## src/rtl/dnn_pkg.sv

```systemverilog
// Shared types and defaults for the inference frame sequencer.
// The optional WAIT watchdog is enabled by DNN_INFER_CTRL_TIMEOUT_EN in dnn_infer_ctrl.
package dnn_pkg;

    localparam int              DEF_DATA_W  = 12;
    localparam int              DEF_N_CLASS = 10;
    localparam int              DEF_N_PIX   = 400;
    localparam logic [11:0]     DEF_ONE_VAL = 12'h400;

    typedef enum logic [2:0] {
        S_IDLE,
        S_LOAD,
        S_BIAS,
        S_RUN,
        S_WAIT,
        S_SCAN,
        S_RESULT
    } ctrl_state_t;

    // Class i occupies element [i], i.e. bits [i*DEF_DATA_W +: DEF_DATA_W] when flattened.
    typedef logic [DEF_N_CLASS-1:0][DEF_DATA_W-1:0] score_arr_t;

endpackage

```

## src/rtl/dnn_argmax_seq.sv

```systemverilog
// Captures the engine scores and walks them one class per cycle, keeping the
// first index holding the largest signed value.
module dnn_argmax_seq #(
    parameter int DATA_WIDTH = 12,
    parameter int N_CLASS    = 10,
    localparam int IW        = $clog2(N_CLASS)
) (
    input  logic                          clk,
    input  logic                          rst,
    input  logic                          load,
    input  logic                          scan,
    input  logic [N_CLASS*DATA_WIDTH-1:0] scores,
    output logic [IW-1:0]                 best_idx,
    output logic [DATA_WIDTH-1:0]         best_score,
    output logic                          scan_done
);

    logic signed [DATA_WIDTH-1:0] cap [N_CLASS];
    logic [IW-1:0]                idx;

    assign scan_done = scan && (idx == IW'(N_CLASS - 1));

    always_ff @(posedge clk or negedge rst) begin
        if (!rst) begin
            for (int i = 0; i < N_CLASS; i++) cap[i] <= '0;
            idx        <= '0;
            best_idx   <= '0;
            best_score <= '0;
        end else if (load) begin
            for (int i = 0; i < N_CLASS; i++) cap[i] <= scores[i*DATA_WIDTH +: DATA_WIDTH];
            idx <= '0;
        end else if (scan) begin
            // Class 0 always seeds the best; later classes replace it only when strictly larger.
            if (idx == '0 || cap[idx] > $signed(best_score)) begin
                best_idx   <= idx;
                best_score <= cap[idx];
            end
            idx <= idx + 1'b1;
        end
    end

endmodule

```

## src/rtl/dnn_infer_ctrl.sv

```systemverilog
// Frame sequencer: loads pixels plus bias into memory, runs the engine, returns the argmax.
// Define DNN_INFER_CTRL_TIMEOUT_EN to add a watchdog on the engine's done.
module dnn_infer_ctrl
    import dnn_pkg::*;
#(
    parameter int                    DATA_WIDTH  = DEF_DATA_W,
    parameter int                    ADDR_WIDTH  = 16,
    parameter logic [ADDR_WIDTH-1:0] ADDR_BASE_A = '0,
    parameter int                    N_PIX       = DEF_N_PIX,
    parameter logic [DATA_WIDTH-1:0] ONE_VAL     = DATA_WIDTH'(DEF_ONE_VAL),
    parameter int                    N_CLASS     = DEF_N_CLASS
`ifdef DNN_INFER_CTRL_TIMEOUT_EN
    ,
    parameter int                    TIMEOUT_CYCLES = 200000
`endif
) (
    input  logic                          clk,
    input  logic                          rst,
    input  logic                          pix_valid,
    output logic                          pix_ready,
    input  logic [DATA_WIDTH-1:0]         pix_data,
    output logic                          dnn_start,
    output logic                          dnn_reset,
    input  logic                          dnn_done,
    input  logic [N_CLASS*DATA_WIDTH-1:0] dnn_out,
    input  logic [ADDR_WIDTH-1:0]         dnn_mem_addr,
    output logic [ADDR_WIDTH-1:0]         mem_addr,
    output logic                          mem_we,
    output logic [DATA_WIDTH-1:0]         mem_wdata,
    output logic                          res_valid,
    input  logic                          res_ready,
    output logic [3:0]                    res_class,
    output logic [DATA_WIDTH-1:0]         res_score,
    output logic                          busy,
    output logic                          err
);

    localparam int CW = $clog2(N_PIX + 1);
    localparam int IW = $clog2(N_CLASS);

    ctrl_state_t           state;
    logic [CW-1:0]         wcnt;
    logic [ADDR_WIDTH-1:0] wr_addr;
    logic                  eng_sel;
    logic                  accept;
    logic                  load_scores;
    logic                  scan_done;
    logic [IW-1:0]         best_idx;

    assign accept      = pix_valid && pix_ready;
    assign load_scores = (state == S_WAIT) && dnn_done;
    assign busy        = (state != S_IDLE);
    assign res_class   = 4'(best_idx);

    // eng_sel flips with the registered outputs, so the bias write still sees the
    // loader address while the engine takes over from its first WAIT cycle.
    assign mem_addr = eng_sel ? dnn_mem_addr : wr_addr;

`ifdef DNN_INFER_CTRL_TIMEOUT_EN
    logic [31:0] wait_cnt;
    logic        err_r;
    assign err = err_r;
`else
    assign err = 1'b0;
`endif

    dnn_argmax_seq #(
        .DATA_WIDTH (DATA_WIDTH),
        .N_CLASS    (N_CLASS)
    ) u_argmax (
        .clk        (clk),
        .rst        (rst),
        .load       (load_scores),
        .scan       (state == S_SCAN),
        .scores     (dnn_out),
        .best_idx   (best_idx),
        .best_score (res_score),
        .scan_done  (scan_done)
    );

    always_ff @(posedge clk or negedge rst) begin
        if (!rst) begin
            state     <= S_IDLE;
            pix_ready <= 1'b0;
            dnn_start <= 1'b0;
            dnn_reset <= 1'b0;
            mem_we    <= 1'b0;
            wr_addr   <= ADDR_BASE_A;
            mem_wdata <= '0;
            wcnt      <= '0;
            eng_sel   <= 1'b0;
            res_valid <= 1'b0;
`ifdef DNN_INFER_CTRL_TIMEOUT_EN
            wait_cnt  <= '0;
            err_r     <= 1'b0;
`endif
        end else begin
            dnn_start <= 1'b0;
            dnn_reset <= 1'b0;
            mem_we    <= 1'b0;
            case (state)
                S_IDLE: begin
                    pix_ready <= 1'b1;
                    if (accept) begin
                        dnn_reset <= 1'b1;
                        mem_we    <= 1'b1;
                        wr_addr   <= ADDR_BASE_A;
                        mem_wdata <= pix_data;
                        wcnt      <= CW'(1);
`ifdef DNN_INFER_CTRL_TIMEOUT_EN
                        err_r     <= 1'b0;
`endif
                        if (N_PIX == 1) begin
                            state     <= S_BIAS;
                            pix_ready <= 1'b0;
                        end else begin
                            state <= S_LOAD;
                        end
                    end
                end
                S_LOAD: begin
                    if (accept) begin
                        mem_we    <= 1'b1;
                        wr_addr   <= ADDR_BASE_A + ADDR_WIDTH'(wcnt);
                        mem_wdata <= pix_data;
                        wcnt      <= wcnt + 1'b1;
                        if (wcnt == CW'(N_PIX - 1)) begin
                            state     <= S_BIAS;
                            pix_ready <= 1'b0;
                        end
                    end
                end
                S_BIAS: begin
                    mem_we    <= 1'b1;
                    wr_addr   <= ADDR_BASE_A + ADDR_WIDTH'(N_PIX);
                    mem_wdata <= ONE_VAL;
                    state     <= S_RUN;
                end
                S_RUN: begin
                    dnn_start <= 1'b1;
                    eng_sel   <= 1'b1;
                    state     <= S_WAIT;
`ifdef DNN_INFER_CTRL_TIMEOUT_EN
                    wait_cnt  <= '0;
`endif
                end
                S_WAIT: begin
                    if (dnn_done) begin
                        state <= S_SCAN;
`ifdef DNN_INFER_CTRL_TIMEOUT_EN
                    end else if (wait_cnt == 32'(TIMEOUT_CYCLES - 1)) begin
                        dnn_reset <= 1'b1;
                        err_r     <= 1'b1;
                        eng_sel   <= 1'b0;
                        pix_ready <= 1'b1;
                        state     <= S_IDLE;
                    end else begin
                        wait_cnt <= wait_cnt + 1'b1;
`endif
                    end
                end
                S_SCAN: begin
                    if (scan_done) begin
                        res_valid <= 1'b1;
                        state     <= S_RESULT;
                    end
                end
                S_RESULT: begin
                    if (res_ready) begin
                        res_valid <= 1'b0;
                        eng_sel   <= 1'b0;
                        pix_ready <= 1'b1;
                        state     <= S_IDLE;
                    end
                end
                default: state <= S_IDLE;
            endcase
        end
    end

endmodule

```

## config.mk

```make
export PLATFORM = sky130hd
export DESIGN_NAME = dnn_infer_ctrl
export DESIGN_NICKNAME = d
export VERILOG_FILES = /design/src/rtl/dnn_pkg.sv /design/src/rtl/dnn_argmax_seq.sv /design/src/rtl/dnn_infer_ctrl.sv
export SDC_FILE = /design/constraint.sdc
export NUM_CORES = 1
export LEC_CHECK = 0
export CELL_PAD_IN_SITES_DETAIL_PLACEMENT = 1
export CELL_PAD_IN_SITES_GLOBAL_PLACEMENT = 2
export CORE_MARGIN = 8
export CORE_UTILIZATION = 36
export CTS_CLUSTER_DIAMETER = 30
export DETAILED_ROUTE_END_ITERATION = 10
export PLACE_DENSITY = 0.94
export SLEW_MARGIN = 20
export SYNTH_ARGS = -nofsm -noshare
export SYNTH_HDL_FRONTEND = slang
export SYNTH_SLANG_ARGS = --single-unit
```

## constraint.sdc

```tcl
create_clock -name clk -period 10.2 [get_ports clk]
set_input_delay 2.55 -clock clk [delete_from_list [all_inputs] [get_ports clk]]
set_output_delay 2.55 -clock clk [all_outputs]
set_load 0.03 [all_outputs]
```

# Yosys cells after proc, flatten, opt, wreduce, memory -nomap -nowiden
# Index checks and enable logic that the tools add are counted.
[word_totals]
register_bits = 186
latchBits = 0
ram_bits = 0
rom_bits = 0
input_bits = 153
output_inout_bits = 51
mem_count = 0
[classes]
n_addsub = 2
multipliers = 0
div = 0
n_lt_le_gt_ge = 2
n_eq_ne = 15
shift = 0
n_mux = 33
bitwise = 2
reduce_logical = 23
[ops]
columns = ["op", "count"]
rows = [
  ["$bmux W12 S4", 1],
  ["$mux W16", 3],
  ["$pmux W16 S3", 1],
  ["$mux W12", 3],
  ["$pmux W12 S2", 1],
  ["$pmux W3 S7", 1],
  ["$mux W3", 6],
  ["$mux W9", 2],
  ["$pmux W9 S2", 1],
  ["$gt A12 B12 Y1", 1],
  ["$ne A2 B2 Y1 const B", 6],
  ["$reduce_and A3 Y1", 4],
  ["$reduce_bool A2 Y1", 5],
  ["$add A9 B1 Y9 const B", 1],
  ["$eq A3 B3 Y1 const B", 3],
  ["$eq A9 B9 Y1 const B", 1],
  ["$reduce_bool A3 Y1", 3],
  ["$mux W1", 8],
  ["$mux W4", 2],
  ["$eq A3 B2 Y1 const B", 2],
  ["$pmux W1 S2", 3],
  ["$reduce_and A6 Y1", 1],
  ["$ge A5 B5 Y1 const B", 1],
  ["$not A4 Y5", 1],
  ["13 further kinds", 16],
]

# Logic depth before layout (Yosys ltp)
[depth]
depth_word = 7
depth_mapped = 15
mapped_depth_nobuf = 12

# By module
# A second synthesis with hierarchy kept.
[unflattened]
cells_unflattened = 699
hier_area_um2 = 8951.1
[modules_own_cells]
columns = ["module", "instances", "cells_per_inst", "area_per_inst_um2", "seq_area_each_um2"]
rows = [
  ["dnn_argmax_seq", 1, 502, 6979.2, 3503.4],
  ["dnn_infer_ctrl", 1, 197, 1971.9, 975.9],
]

# Worst setup path after synthesis
# No wires, ideal clock.
[synth_path]
path_type = "input -> output"
startpoint = "in dnn_mem_addr[0]"
endpoint = "out mem_addr[0]"
arrival_ps = 2882
t_required_ps = 7650
path_slack_ps = 4768
stages = 1
path_cell_list = "mux2_2"
[synth_via]
elab_chain_len = 1
[synth_lines]
columns = ["element", "line_no", "text"]
rows = [
  ["start, declared", "dnn_infer_ctrl.sv:26", "input logic [ADDR_WIDTH-1:0] dnn_mem_addr,"],
  ["$mux W16", "dnn_infer_ctrl.sv:57", "assign mem_addr = eng_sel ? dnn_mem_addr : wr_addr;"],
  ["end, declared", "dnn_infer_ctrl.sv:27", "output logic [ADDR_WIDTH-1:0] mem_addr,"],
]
# Every way passes these cells.

# Worst setup path after layout
[layout_path]
startpoint = "in dnn_mem_addr[1]"
endpoint = "out mem_addr[1]"
# Same word-level chain as after synthesis.

==> run_results.csv <==
group,metric,value,unit
status,status,"finished clean",
timing,holdWs,0.4695,ns
pwr,pwr-share-comb,47.4,%
timing,setup_viol,0,
setup_path,r2r_slack,5.64,ns
synthesis,synth.ff_latch_count,179,
synthesis,synth_most_common_cell,"dfrtp_1",
synthesis,syn_area,8353,um^2
setup_path,end_kind,"output port",
timing,tns,0,ns
floorplanning,die-height,168.3,um
clock_network,cts_tree,"yes",
synthesis,synth.area.top_cells,"dfrtp_1, mux2_2, mux4_2, a21oi_1, ha_1",
timing,min_period,6.359,ns
synthesis,synth_common_cells,"dfrtp_1, mux2_2, a21oi_1",
worst_hold_path,holdCritPathClass,"register to register",
setup_path,setup.worst_path.end,"mem_addr[1]",
pwr,pwr-share-clk,18.0,%
timing,post-route-worst-setup-slack,3.841,ns
pwr,finalPower,3.676,mW
setup_path,required,7.65,ns
drt,drtIter0Drc,241,
synthesis,synthCells,638,
placement,gp_congestion,0.7626,
synthesis,yosys_most_used_dff,"dfrtp_1",
clock_network,cts_buffers,17,
setup_path,crit_start,"dnn_mem_addr[1]",
setup_path,cp_common_cell,"clkdlybuf4s50_1",
placement,hpwl,17680,um
finish,seqCellArea,4481,um^2
synthesis,synth_top_cell_area_share,53.62,%
clock_network,cts-root-buf,"clkbuf_16",
synthesis,ys_types,48,
drt,remaining_drc_errors,0,
timing,finClkSkew,0.01367,ns
grt,grt_usage,17.07,%
pwr,peakVddDrop,126.6,uV
grt,grt_antenna_before_repair,2,
finish,drive_above_1_share,25.30,%
clock_network,clk_pin_slew,0.08,ns
placement,pre_cts_ws,3.836,ns
setup_path,critPathSlowestCell,"clkdlybuf4s50_1",
synthesis,synth-async-reset-ratio,100.0,%
synthesis,yosysTopAreaCell,"dfrtp_1",
grt,grt_max_degree,106,
finish,syn_to_final_growth,34.81,%
timing,worst_pin_slew,0.9854,ns
setup_path,critPathArrivalTime,3.81,ns
timing,rsz0062_at_grt,"no",
pwr,power.switching,1.431,mW
floorplanning,die_w,168.3,um
synthesis,syn_area_per_cell,13.09,um^2
placement,dp_cells,1094,
synthesis,synth-edff-count,0,
finish,final_net_count,998,
synthesis,yosysWarnings,0,
synthesis,ys_seq_area_share,53.62,%
timing,slew_headroom,34.30,%
pwr,p_int,2.245,mW
floorplanning,dieArea,28330,um^2
synthesis,synth_nets,807,
clock_network,hold_buffers,0,
setup_path,critPathKind,"input pin to output port",
finish,fin_area,11260,um^2
timing,drv_slew,0,
floorplanning,start_util,36.78,%
timing,fmax,157.3,MHz
clock_network,cts_setup_buffers,0,
clock_network,htreeDepth,4,
drt,final_antenna_net_count,0,
grt,grt_pass1_vias,6462,
placement,place_area,10620,um^2
job,maxCapViolCount,0,
setup_path,reg2reg_depth,11,
setup_path,critPathLaunchType,"input pin",
floorplanning,ioPinCount,204,
setup_path,worst-path-stages,3,
timing,finalCritPeriodShare,62.34,%
pwr,power_density,326.4,nW/um^2
clock_network,cts.repair.resized,0,
setup_path,crit_buf_inv,2,
setup_path,path_cells,"clkdlybuf4s50_1 > mux2_2 > clkdlybuf4s50_1",
finish,final_core_util,49.59,%
pwr,seqPwrFrac,34.6,%
floorplanning,num_rows,55,
clock_network,insertion_delay,0.44,ns
floorplanning,fp.coreArea,22710,um^2
finish,finalNonFillerCells,1129,
setup_path,timing.rr.start,"u_argmax.idx[0]",
placement,port_buffers,202,
drt,vias_per_cell,5.123,
clock_network,clockBufferDepth,2,
setup_path,cp_max_fo,1,
timing,hold_violations,0,
finish,fillerInstances,2329,
drt,wirelength,23640,um
setup_path,rr_endpoint,"u_argmax.best_score[7]",
setup_path,cp_slowest_stage_delay,0.66,ns
pwr,power.leakage,4.727,nW
drt,first_pass_iters,7,
grt,grt-ovfl-total,0,
grt,grt_first_pass_wirelength,37310,um
pwr,power_switching_share,38.92,%
clock_network,clock_sinks,179,
drt,routedWlPerCell,20.94,um
setup_path,cp_top_family,"buffers and inverters",
finish,multi_input_area,3638,um^2
drt,num_vias,5784,
## worst register-to-register path, cell delays in order (launching register included)
cell      delay [ns]
dfrtp_2         0.34
buf_4           0.62
mux4_2          0.68
a21oi_1         0.26
a21oi_1         0.17
ha_1            0.36
nand4_1         0.15
or3_4           0.44
a221oi_1        0.30
a211oi_2        0.13
o21ai_4         0.58
mux2_2          0.42
## placed cells by master (no fill, tap or decap), types with 3 or more instances in the layout
cell type	netlist	routed
clkdlybuf4s50_1	0	201
dfrtp_1	179	178
mux2_2	135	135
a21oi_1	51	51
nor2_1	34	34
nand2_1	29	29
mux4_2	24	24
inv_1	18	18
clkbuf_16	0	17
ha_1	16	16
mux2i_1	14	14
a22o_1	13	13
nand3_1	10	10
o21ai_0	10	10
and2_1	8	8
nand4_1	7	7
mux2_4	7	7
clkinv_8	0	6
buf_4	1	6
nor3_1	6	5
or3_1	3	3
xor2_1	3	3
xnor2_1	3	3
inv_6	0	3
inv_8	0	3
## worst min-delay path by stage
stage	slack (ns)	cells after the start	end	start
2_1_floorplan	0.43	2	wr_addr[1]	wr_addr[1]
4_1_cts	0.47	2	wr_addr[5]	wr_addr[5]
6_report	0.47	2	wr_addr[5]	wr_addr[5]
3_3_place_gp	0.46	2	wr_addr[5]	wr_addr[5]
3_5_place_dp	0.46	2	wr_addr[5]	wr_addr[5]
5_1_grt	0.51	2	wr_addr[5]	wr_addr[5]
## routing by layer
layer / wire (um) / part of all wire (%) / track usage (%)
met5: 0 / 0 / 0
met4: 227 / 0.96 / 4.775
met3: 1073 / 4.5 / 4.584
met2: 11800 / 50 / 28.04
met1: 10540 / 45 / 21.83
## cell type report
cell class	count	share of cell area, %
antenna	2	0.04444
clock buffer	17	3.778
clock inverter	15	1.600
inverter	21	0.7000
multi-input combinational	401	32.31
sequential	179	39.79
tap	285	3.167
timing repair buffer	209	18.61
## state kept, by name (all words and copies together) (netlist names)
register,flops
u_argmax.idx,4
wr_addr,9
wcnt,9
dnn_start,1
u_argmax.cap,120
eng_sel,1
mem_we,1
res_valid,1
pix_ready,1
u_argmax.best_idx,4
state,3
u_argmax.best_score,12
mem_wdata,12
dnn_reset,1
## power groups by stage
stage                     Clock [mW]  Sequential (mW)  Combinational, mW
final                          0.661             1.27               1.74
after CTS                      0.677             1.27               1.76
after detailed placement           0             1.29               1.75
after global placement             0             1.25               1.70
after floorplan                    0             1.31               1.13
after global routing           0.708             1.32               1.89
## cells by family after synthesis
group	Yosys count	share of synthesized area, %
and+or+nand+nor	105	5.872
muxes	180	27.61
AOI/OAI and AO/OA	93	6.950
adders and majority gates	16	2.397
xor gates and xnor gates	6	0.6292
other	1	0.04489
buffers and inverters	58	2.876
DFF	179	53.62
Note: power is estimated with default switching activity, not from simulation.
